File: config.mk
export PLATFORM = sky130hd
export DESIGN_NAME = dff_pipe
export DESIGN_NICKNAME = d
export VERILOG_FILES = /design/src/rtl/dff_pipe_pkg.sv /design/src/rtl/dff_stage.sv /design/src/rtl/dff_pipe.sv
export SDC_FILE = /design/constraint.sdc
export NUM_CORES = 1
export LEC_CHECK = 0
export ABC_CLOCK_PERIOD_IN_PS = 4700
export BUFFER_PORTS_ARGS = -buffer_cell sky130_fd_sc_hd__buf_4
export CAP_MARGIN = 20
export CORE_ASPECT_RATIO = 0.5
export CORE_UTILIZATION = 55
export CTS_BUF_LIST = sky130_fd_sc_hd__clkbuf_8
export DETAILED_ROUTE_END_ITERATION = 8
export PLACE_DENSITY_LB_ADDON = 0.15
export SLEW_MARGIN = 10
export SYNTH_ARGS = -nofsm -noshare
export SYNTH_HDL_FRONTEND = slang
export SYNTH_HIERARCHICAL = 1
export SYNTH_SLANG_ARGS = --single-unit
File: constraint.sdc
create_clock -name clk -period 4.7 [get_ports clk]
set_input_delay 0 -clock clk [delete_from_list [all_inputs] [get_ports clk]]
set_output_delay 0 -clock clk [all_outputs]
set_load 0.02 [all_outputs]
File: src/rtl/dff_pipe_pkg.sv
// Shared defaults and sizing helper for the dff_pipe elastic register chain.
package dff_pipe_pkg;

  localparam int unsigned DefWidth    = 8;
  localparam int unsigned DefDepth    = 4;
  localparam int unsigned DefResetVal = 0;

  // Bits needed to count 0..depth valid stages.
  function automatic int unsigned occ_width(input int unsigned depth);
    return $clog2(depth + 1);
  endfunction

endpackage

File: src/rtl/dff_stage.sv
// One elastic pipeline slot: valid bit plus data word, with load, drain and clear.
module dff_stage
  import dff_pipe_pkg::*;
#(
  parameter int unsigned      WIDTH     = DefWidth,
  parameter logic [WIDTH-1:0] RESET_VAL = WIDTH'(DefResetVal)
) (
  input  logic             clk,
  input  logic             rst_n,
  input  logic             load_i,
  input  logic             drain_i,
  input  logic             clear_i,
  input  logic [WIDTH-1:0] data_i,
  output logic             valid_o,
  output logic [WIDTH-1:0] data_o
);

  logic             valid_q, valid_d;
  logic [WIDTH-1:0] data_q, data_d;

  // Clear wins over load so a flush never disturbs the stored data word.
  always_comb begin
    valid_d = valid_q;
    data_d  = data_q;
    if (clear_i) begin
      valid_d = 1'b0;
    end else if (load_i) begin
      valid_d = 1'b1;
      data_d  = data_i;
    end else if (drain_i) begin
      valid_d = 1'b0;
    end
  end

  always_ff @(posedge clk) begin
    if (!rst_n) begin
      valid_q <= 1'b0;
      data_q  <= RESET_VAL;
    end else begin
      valid_q <= valid_d;
      data_q  <= data_d;
    end
  end

  assign valid_o = valid_q;
  assign data_o  = data_q;

endmodule

File: src/rtl/dff_pipe.sv
// Elastic valid/ready register chain of DEPTH stages with flush and occupancy count.
module dff_pipe
  import dff_pipe_pkg::*;
#(
  parameter int unsigned      WIDTH     = DefWidth,
  parameter int unsigned      DEPTH     = DefDepth,
  parameter logic [WIDTH-1:0] RESET_VAL = WIDTH'(DefResetVal)
) (
  input  logic                           clk,
  input  logic                           rst_n,
  input  logic                           in_valid,
  input  logic [WIDTH-1:0]               in_data,
  output logic                           in_ready,
  output logic                           out_valid,
  output logic [WIDTH-1:0]               out_data,
  input  logic                           out_ready,
  input  logic                           flush,
  output logic [occ_width(DEPTH)-1:0]    occupancy
);

  localparam int unsigned OccW = occ_width(DEPTH);

  logic [DEPTH-1:0] stage_valid;
  logic [WIDTH-1:0] stage_data [DEPTH];
  logic [DEPTH-1:0] load;
  logic [DEPTH-1:0] drain;
  logic [DEPTH:0]   src_v;
  logic             in_ok;
  logic             nxt_rdy;
  logic             stage_rdy;
  logic             in_xfer;
  logic             out_xfer;
  logic [OccW-1:0]  occ_q, occ_d;

  assign in_ok = in_valid & ~flush & rst_n;

  // Ready ripples from the output back to the input so a full chain streams without bubbles.
  always_comb begin
    load      = '0;
    drain     = '0;
    src_v     = {stage_valid, in_ok};
    nxt_rdy   = out_ready;
    stage_rdy = 1'b0;
    for (int k = DEPTH - 1; k >= 0; k--) begin
      drain[k]  = stage_valid[k] & nxt_rdy;
      stage_rdy = ~stage_valid[k] | drain[k];
      load[k]   = src_v[k] & stage_rdy;
      nxt_rdy   = stage_rdy;
    end
    in_ready = rst_n & ~flush & nxt_rdy;
  end

  for (genvar k = 0; k < DEPTH; k++) begin : g_stage
    logic [WIDTH-1:0] src_data;
    if (k == 0) begin : g_first
      assign src_data = in_data;
    end else begin : g_rest
      assign src_data = stage_data[k-1];
    end

    dff_stage #(
      .WIDTH     (WIDTH),
      .RESET_VAL (RESET_VAL)
    ) u_stage (
      .clk     (clk),
      .rst_n   (rst_n),
      .load_i  (load[k]),
      .drain_i (drain[k]),
      .clear_i (flush),
      .data_i  (src_data),
      .valid_o (stage_valid[k]),
      .data_o  (stage_data[k])
    );
  end

  assign out_valid = stage_valid[DEPTH-1];
  assign out_data  = stage_data[DEPTH-1];
  assign in_xfer   = in_valid & in_ready;
  assign out_xfer  = out_valid & out_ready;

  always_comb begin
    occ_d = occ_q + OccW'(in_xfer) - OccW'(out_xfer);
  end

  always_ff @(posedge clk) begin
    if (!rst_n) begin
      occ_q <= '0;
    end else if (flush) begin
      occ_q <= '0;
    end else begin
      occ_q <= occ_d;
    end
  end

  assign occupancy = occ_q;

endmodule

# After elaboration in Yosys (flattened, before gate mapping)

Cells that the tools add are included.

Bits of input ports: 13
Register bits after elaboration: 39
Word-level logic and storage cells: 48
Output and inout port bits: 13

Multiplexer cells: 8
Bitwise operators: 20
Reductions and logical operators: 9
Add/subtract/negate cells: 2

Operators by type and width:

| kind                                        | number |
|---|---|
| 1-bit bitwise AND                           | 10 |
| 1-bit two-way mux                           | 8 |
| 2-bit AND reduction                         | 4 |
| 2-bit nonzero test                          | 4 |
| 1-bit NOT                                   | 6 |
| 1-bit OR                                    | 4 |
| 3-bit by 1-bit adder with 3-bit output      | 1 |
| 3-bit by 1-bit subtractor with 3-bit output | 1 |
| 2-bit OR reduction                          | 1 |

# Longest topological paths before layout

Gate-level depths: netlist (run 1).

Word-level depth: 12
Gate-level depth with buffers: 9

# By module

The synthesis (run 1) kept the hierarchy.

Modules (own cells, without submodules):

| module    | area each (sq um) | times used | seq. area each (sq um) | cells each |
|---|---|---|---|---|
| dff_stage | 390.4             | 4          | 180.2                  | 40 |
| dff_pipe  | 229.0             | 1          | 60.1                   | 25 |

# Least setup slack after synthesis (run 1)

OpenSTA, ideal clock, no wires.

Kind: reg-to-reg
Start point: register g_stage[3].u_stage.valid_q
End point: register occ_q[2], in the netlist occupancy[2]
Arrival: 1.945 ns
Required time: 4.580 ns
Path slack: 2.636 ns
Library setup time: 0.120 ns
Stages on the path, launching flop included: 10
Cells stage by stage: dfxtp_1 and4b_4 a211o_1 ha_1 inv_1 ha_1 inv_1 fa_1 xnor3_1 nor2_1

Longest elaborated chain between the ends: 12
Elaborated cells between the ends (all ways): 13
Those cells by class: add/sub: 2; bitwise: 11

RTL lines:

| item                                            | RTL line                                       | text |
|---|---|---|
| start, declared                                 | dff_stage.sv:18                                | `logic valid_q, valid_d;` |
| start signal, assigned                          | dff_stage.sv:40                                | `valid_q <= valid_d;` |
| 1-bit bitwise AND or 1-bit NOT (tied branches)  | dff_pipe.sv:45, dff_pipe.sv:79, dff_pipe.sv:46 |  |
| 1-bit OR                                        | dff_pipe.sv:46                                 | `stage_rdy = ~stage_valid[k] \| drain[k];` |
| 1-bit bitwise AND                               | dff_pipe.sv:45                                 | `drain[k] = stage_valid[k] & nxt_rdy;` |
| 1-bit OR                                        | dff_pipe.sv:46                                 |  |
| 1-bit bitwise AND                               | dff_pipe.sv:45                                 |  |
| 1-bit OR                                        | dff_pipe.sv:46                                 |  |
| 1-bit bitwise AND                               | dff_pipe.sv:45                                 |  |
| 1-bit OR                                        | dff_pipe.sv:46                                 |  |
| 1-bit bitwise AND                               | dff_pipe.sv:50                                 | `in_ready = rst_n & ~flush & nxt_rdy;` |
| 1-bit bitwise AND                               | dff_pipe.sv:78                                 | `assign in_xfer = in_valid & in_ready;` |
| 3-bit by 1-bit adder with 3-bit output          | dff_pipe.sv:82                                 | `occ_d = occ_q + OccW'(in_xfer) - OccW'(out_xfer);` |
| 3-bit by 1-bit subtractor with 3-bit output (*) | dff_pipe.sv:82                                 |  |
| end signal, assigned                            | dff_pipe.sv:87                                 | `occ_q <= '0;` |
| end signal, assigned                            | dff_pipe.sv:89                                 | `occ_q <= '0;` |
| end signal, assigned                            | dff_pipe.sv:91                                 | `occ_q <= occ_d;` |
| end, declared                                   | dff_pipe.sv:33                                 | `logic [OccW-1:0] occ_q, occ_d;` |

Every way passes the cells marked *; elsewhere a longest branch is shown, timed or not.
A chain may end at the register's enable or synchronous reset.

# Worst setup path after layout (run 1)

Start point: register g_stage[2].u_stage.valid_q
End point: register occ_q[2], in the netlist occupancy[2]

Longest elaborated chain between the ends: 10
Elaborated cells between the ends (all ways): 11
Those cells by class: add/sub: 2; bitwise: 9

RTL lines:

| item                                            | RTL line |
|---|---|
| start, declared                                 | dff_stage.sv:18 |
| start signal, assigned                          | dff_stage.sv:40 |
| 1-bit bitwise AND or 1-bit NOT (tied branches)  | dff_pipe.sv:45, dff_pipe.sv:46 |
| 1-bit OR (*)                                    | dff_pipe.sv:46 |
| 1-bit bitwise AND (*)                           | dff_pipe.sv:45 |
| 1-bit OR (*)                                    | dff_pipe.sv:46 |
| 1-bit bitwise AND (*)                           | dff_pipe.sv:45 |
| 1-bit OR (*)                                    | dff_pipe.sv:46 |
| 1-bit bitwise AND (*)                           | dff_pipe.sv:50 |
| 1-bit bitwise AND (*)                           | dff_pipe.sv:78 |
| 3-bit by 1-bit adder with 3-bit output (*)      | dff_pipe.sv:82 |
| 3-bit by 1-bit subtractor with 3-bit output (*) | dff_pipe.sv:82 |

Marked as above.

==> results.toml, run 1 <==
[outcome]
status = "complete, no violations"

[drt]
avgViaCountPerCell = 4.77
postRouteAntennaNets = 0
drt_iter0_markers = 64
wire_per_inst_um = 11.6
num_vias = 1201
drt-total-wl_um = 2930
drc = 0
firstDrtPassIters = 4

[placed_design]
place.gp.congestion = 0.763
dp.cells = 238
port_buffers = 25
dp_hpwl_um = 1970
placed_cell_area_mm2 = 0.00189

[power]
vdd_drop_max_uv = 194
p_leak_uw = 0.000824
power.density_mw_per_mm2 = 290

[logic_synthesis]
syn-num-nets = 201
yosysWarnings = 6
synth_cell_type_count = 21
synth.avg_cell_area_um2 = 9.68
syn_area_mm2 = 0.00179
ys_seq_elements = 39
seq_area_frac_synth_pct = 43.6
synth_cells = 185

[floorplan]
num_rows = 14
die_h_um = 42.3
core_area_mm2 = 0.00305
start_util_pct = 58.7
die_x_um = 82.7
boundaryPins = 26
dieArea_mm2 = 0.00350

[sta]
setup_violations = 0
fmax_mhz = 480
tns_ns = 0
relSlewSlack_pct = 58.2
period_share_pct = 44.3
skew_ns = 0.00553
slew_viol_final = 0
finalHoldViolCount = 0
finalCriticalPeriod_ns = 2.08
tightest_slew_ns = 0.627
rsz0062_at_grt = "no"
whs_ns = 0.0182

[clock_tree]
cts_buffer_depth = 2
numCtsBuffers = 5
htreeDepth = 2
ctsResizeCount = 0
clkSlewWorstSetupHoldPaths_ns = 0.07
root_buffer = "clkbuf_8"
worstSkewPairLatency_ns = 0.28
tritoncts = "done"
cts_sinks = 39

[cells_and_area]
fin_nets = 228
register_area_um2 = 781
postLayoutCellArea_mm2 = 0.00205
syn_to_final_growth_pct = 14.5
layout-drive-gt1-share_pct = 19.3
multi_input_area_um2 = 837
num_antenna_cells = 0
stdcell_count = 252
postLayoutCoreUtil_pct = 67.3
n_fill_cell = 270

[global_route]
gr-total-overflow = 0
grt_use_total_pct = 19.2
first_global_vias = 1145
antenna_found_initial = 0
grt_first_pass_wirelength_um = 5000
grt_start_max_net_pins = 70

[critical_path]
crit_start = "g_stage[2].u_stage/valid_o$_SDFFE_PP0P_"
cp.arrival_ns = 2.25
cp_max_fo = 4
critPathKind = "reg -> reg"
cp.required_ns = 4.87
cp-end-kind = "flop"
reg2reg_from = "g_stage[2].u_stage/valid_o$_SDFFE_PP0P_"
critPathLaunchType = "flop"

[worst_hold_path]
min_from = "in_data[4]"
hold_class = "in -> reg"

[job]
cap_violations = 0
==> worst max-delay path, cell delays in order (launching register included) <==
cell,delay (ns)
dfxtp_1,0.34
and4b_4,0.22
a211o_1,0.29
ha_1,0.27
inv_1,0.05
ha_1,0.13
inv_1,0.05
fa_1,0.37
xnor3_1,0.21
nor2_1,0.04
==> power breakdown <==
group	switching, uW	leakage, uW	internal [uW]
logic	19.9	0.000462	17.0
clock network	109	0.0000470	115
registers	1.38	0.000314	332
==> routing by layer <==
layer	vias up	part of all wire (%)	global-route usage, %
li1	642	-	-
met5	-	0	0
met3	2	4.7	7.83
met4	0	0.24	2.07
met2	26	40	29.3
met1	531	55	26.4
==> timing repair <==
action                                  CTS  global route
endpoints found under the setup margin    0             0
hold buffers                              7             0
setup buffers                             0             0
endpoints found under the hold margin     7             0
==> final cells by class <==
cell class | instances | area share [%]
Inverter | 10 | 1.83
Tap cell | 40 | 2.44
Timing Repair Buffer | 32 | 12.6
Multi-Input combinational cell | 124 | 40.8
Clock inverter | 1 | 0.244
Sequential cell | 39 | 38.1
Clock buffer | 6 | 4.03
==> sequential cells by signal (all words and copies together), names as in the netlist <==
signal                   cells
occupancy                    3
g_stage.u_stage/valid_o      4
g_stage.u_stage/data_o      32
==> per-stage QoR <==
step / power [uW] / worst slack (ns)
after CTS: 601 / 2.61
final: 595 / 2.62
after floorplan: 367 / 2.64
after global routing: 620 / 2.46
after global placement: 373 / 2.42
after detailed placement: 374 / 2.33
==> path summary, 6_finish.rpt <==
| path | to | cells past startpoint | slack (ns) |
|---|---|---|---|
| worst max register to register | occupancy[2]$_SDFF_PP0_ | 9 | 2.62 |
| worst max-delay path | occupancy[2]$_SDFF_PP0_ | 9 | 2.62 |
| worst min-delay path | g_stage[0].u_stage/data_o[4]$_SDFFE_PN0P_ | 3 | 0.02 |
| worst min register to register | g_stage[3].u_stage/data_o[0]$_SDFFE_PN0P_ | 2 | 0.45 |
==> cells in the mapped netlist <==
cell / n / area, um2
a211o_1: 1 / 8.76
a211oi_1: 1 / 7.51
a21boi_1: 1 / 7.51
a21oi_1: 1 / 5.00
a31oi_1: 1 / 6.26
and2_1: 1 / 6.26
and4b_4: 1 / 13.8
buf_6: 12 / 135
dfxtp_1: 39 / 781
fa_1: 1 / 20.0
ha_1: 2 / 25.0
inv_1: 10 / 37.5
mux2i_1: 32 / 320
nand2_1: 60 / 225
nand2_2: 4 / 25.0
nand2b_1: 1 / 6.26
nor2_1: 3 / 11.3
nor2b_1: 5 / 31.3
nor2b_4: 4 / 55.1
o211a_1: 4 / 40.0
xnor3_1: 1 / 22.5
==> layout by cell type, fill, tap and decap left out, drive strengths merged, types with 2 or more instances in the layout <==
cell / synthesis / routed
nand2: 64 / 64
dfxtp: 39 / 39
mux2i: 32 / 32
buf: 12 / 25
inv: 10 / 10
nor2b: 9 / 9
dlygate4sd3: 0 / 7
clkbuf: 0 / 6
o211a: 4 / 4
nor2: 3 / 3
ha: 2 / 2
==> cell families after synthesis <==
family	after synthesis	share of synthesized area, %
xor gates and xnor gates	1	1.26
adders and majority gates	3	2.52
muxes	32	17.9
DFF	39	43.6
buffers and inverters	22	9.64
and+or+nand+nor	79	20.9
AOI/OAI and AO/OA	9	4.19
(Power assumes the default switching activity.)
==> run 2: changes to the inputs <==
--- a/config.mk
+++ b/config.mk
@@ -5,7 +5,7 @@
 export SDC_FILE = /design/constraint.sdc
 export NUM_CORES = 1
 export LEC_CHECK = 0
-export ABC_CLOCK_PERIOD_IN_PS = 4700
+export ABC_CLOCK_PERIOD_IN_PS = 2000
 export BUFFER_PORTS_ARGS = -buffer_cell sky130_fd_sc_hd__buf_4
 export CAP_MARGIN = 20
 export CORE_ASPECT_RATIO = 0.5
==> constraint.sdc (replaced) <==
create_clock -name clk -period 2 [get_ports clk]
set_input_delay 0 -clock clk [delete_from_list [all_inputs] [get_ports clk]]
set_output_delay 0 -clock clk [all_outputs]
set_load 0.02 [all_outputs]
==> run 2 against run 1 <==
  * Clock skew is 0.0010 ns lower
  * Worst setup slack got worse by 2.6 ns
  * Clock power rose to 2.6 times the previous value
  * Global-route usage rose by 0.54 points
  * Sequential power grew 130%
  * Critical endpoint unchanged
==> results.toml, run 2 (same netlist as run 1, synthesis figures left out) <==
[sta]
finalHoldViolCount = 0
slew_viol_final = 0
finalCriticalPeriod_ns = 1.97
whs_ns = 0.0920
rsz0062_at_grt = "yes"
setup_violations = 0
fmax_mhz = 509
skew_ns = 0.00452
relSlewSlack_pct = 58.9
tightest_slew_ns = 0.617
period_share_pct = 98.3

[clock_tree]
cts_sinks = 39
worstSkewPairLatency_ns = 0.29
root_buffer = "clkbuf_8"
tritoncts = "done"
clkSlewWorstSetupHoldPaths_ns = 0.07
cts_buffer_depth = 2
htreeDepth = 2
numCtsBuffers = 5

[floorplan]
die_h_um = 42.3
boundaryPins = 26
die_x_um = 82.7
dieArea_mm2 = 0.00350
core_area_mm2 = 0.00305
num_rows = 14
start_util_pct = 58.7

[power]
sw_frac_of_total_pct = 21.8
power.density_mw_per_mm2 = 682
power_frac_clock_pct = 39.6
p_sw_uw = 316
p_leak_uw = 0.000861
power.internal_uw = 1130
seqPwrFrac_pct = 54.0
power_uw = 1450
p_comb_share_pct = 6.3
vdd_drop_max_uv = 387

[worst_hold_path]
hold_class = "in -> reg"

[drt]
dr_wl_met3_um = 134
avgViaCountPerCell = 4.63
top_layer = "met4"
wl_met1_um = 1640
wire_per_inst_um = 11.7
postRouteAntennaNets = 0
drt-total-wl_um = 3030
drt_iter0_markers = 54
drc = 0
wl_met2_um = 1210
firstDrtPassIters = 4
num_vias = 1199

[job]
cap_violations = 0

[critical_path]
max_stage_delay_ns = 0.32
path_cells = "and4b_4, a211o_1, ha_1, inv_1, ha_2, inv_2, fa_2, xnor3_1, nor2_1"
cp-end-kind = "flop"
critPathKind = "reg -> reg"
cp_max_fo = 3
cp.arrival_ns = 2.16
slowest_stage = "dfxtp_2"
critPathLaunchType = "flop"
cp.required_ns = 2.19

[cells_and_area]
num_antenna_cells = 0
syn_to_final_growth_pct = 18.7
largest_register_ffs = 32
final_common_cell = "nand2_1"
postLayoutCellArea_mm2 = 0.00212
layout-drive-gt1-share_pct = 24.2
stdcell_count = 259
fin_nets = 234
mostFrequentLayoutCells = "nand2_1, dfxtp_1, mux2i_1"

[placed_design]
place.gp.congestion = 0.779
dp.cells = 241
dp_hpwl_um = 1930
placed_cell_area_mm2 = 0.00192
port_buffers = 25

[global_route]
grt_use_total_pct = 19.8
gr-total-overflow = 0
grt_first_pass_wirelength_um = 4910
antenna_found_initial = 0
first_global_vias = 1070
grt_start_max_net_pins = 69

[outcome]
status = "complete, no violations"
==> run 2: changes by cell type in the layout (fill, tap and decap cells not counted), sizes merged <==
cell / before / now
dlygate4sd3: 7 / 8
clkbuf: 6 / 7
clkinv: 1 / 0
inv: 10 / 11
buf: 25 / 30
==> run 2: power groups by stage <==
stage	Clock (uW)	Sequential, uW	Combinational (uW)
after CTS	583	783	91.3
after floorplan	0	801	60.1
after detailed placement	0	801	78.5
final	575	783	92.0
after global placement	0	801	77.8
after global routing	617	783	102
==> run 2: repair_timing <==
item | CTS | global route
gates resized for setup | 1 | 4
hold buffers | 8 | 0
endpoints found under the hold margin | 8 | 0
setup endpoints to repair | 2 | 2
pin swaps | 1 | 0
buffers inserted | 1 | 1
==> run 2: worst paths after layout <==
| check | cells past startpoint | slack (ns) | end | start |
|---|---|---|---|---|
| setup reg to reg | 9 | 0.03 | occupancy[2]$_SDFF_PP0_ | g_stage[2].u_stage/valid_o$_SDFFE_PP0P_ |
| setup / recovery | 9 | 0.03 | occupancy[2]$_SDFF_PP0_ | g_stage[2].u_stage/valid_o$_SDFFE_PP0P_ |
| hold / removal | 3 | 0.09 | g_stage[3].u_stage/valid_o$_SDFFE_PP0P_ | flush |
| hold reg to reg | 2 | 0.46 | g_stage[2].u_stage/data_o[3]$_SDFFE_PN0P_ | g_stage[2].u_stage/data_o[3]$_SDFFE_PN0P_ |
==> run 2: cell type report <==
cell class,count,area [um2]
Timing Repair Buffer,38,305
Fill cell,248,923
Multi-Input combinational cell,124,845
Inverter,10,37.5
Tap cell,40,50.0
Clock buffer,7,96.3
Clock inverter,1,3.75
Sequential cell,39,787
==> run 2: worst max-delay path, delay by kind of cell, from the launching register on <==
family / cells / cell delay [ns]
AOI/OAI and AO/OA: 1 / 0.25
xor gates and xnor gates: 1 / 0.21
adders and majority gates: 3 / 0.75
buffers and inverters: 2 / 0.09
DFF: 1 / 0.32
and+or+nand+nor: 2 / 0.24
==> run 2: metal layers <==
layer,GRT usage (%),vias up
met5,0,-
met4,9.31,0
met2,26.6,24
met1,28.3,515
li1,-,655
met3,6.52,5
==> run 2: stage by stage <==
| step | setup TNS, ns | worst slack (ns) | util (%) |
|---|---|---|---|
| after floorplan | 0 | 0.0337 | - |
| after global routing | -0.0840 | -0.0507 | 69.7 |
| after CTS | 0 | 0.0186 | 69.3 |
| final | 0 | 0.0339 | 69.7 |
| after detailed placement | -0.0229 | -0.0229 | 63.1 |
| after global placement | 0 | 0.0443 | 63.1 |
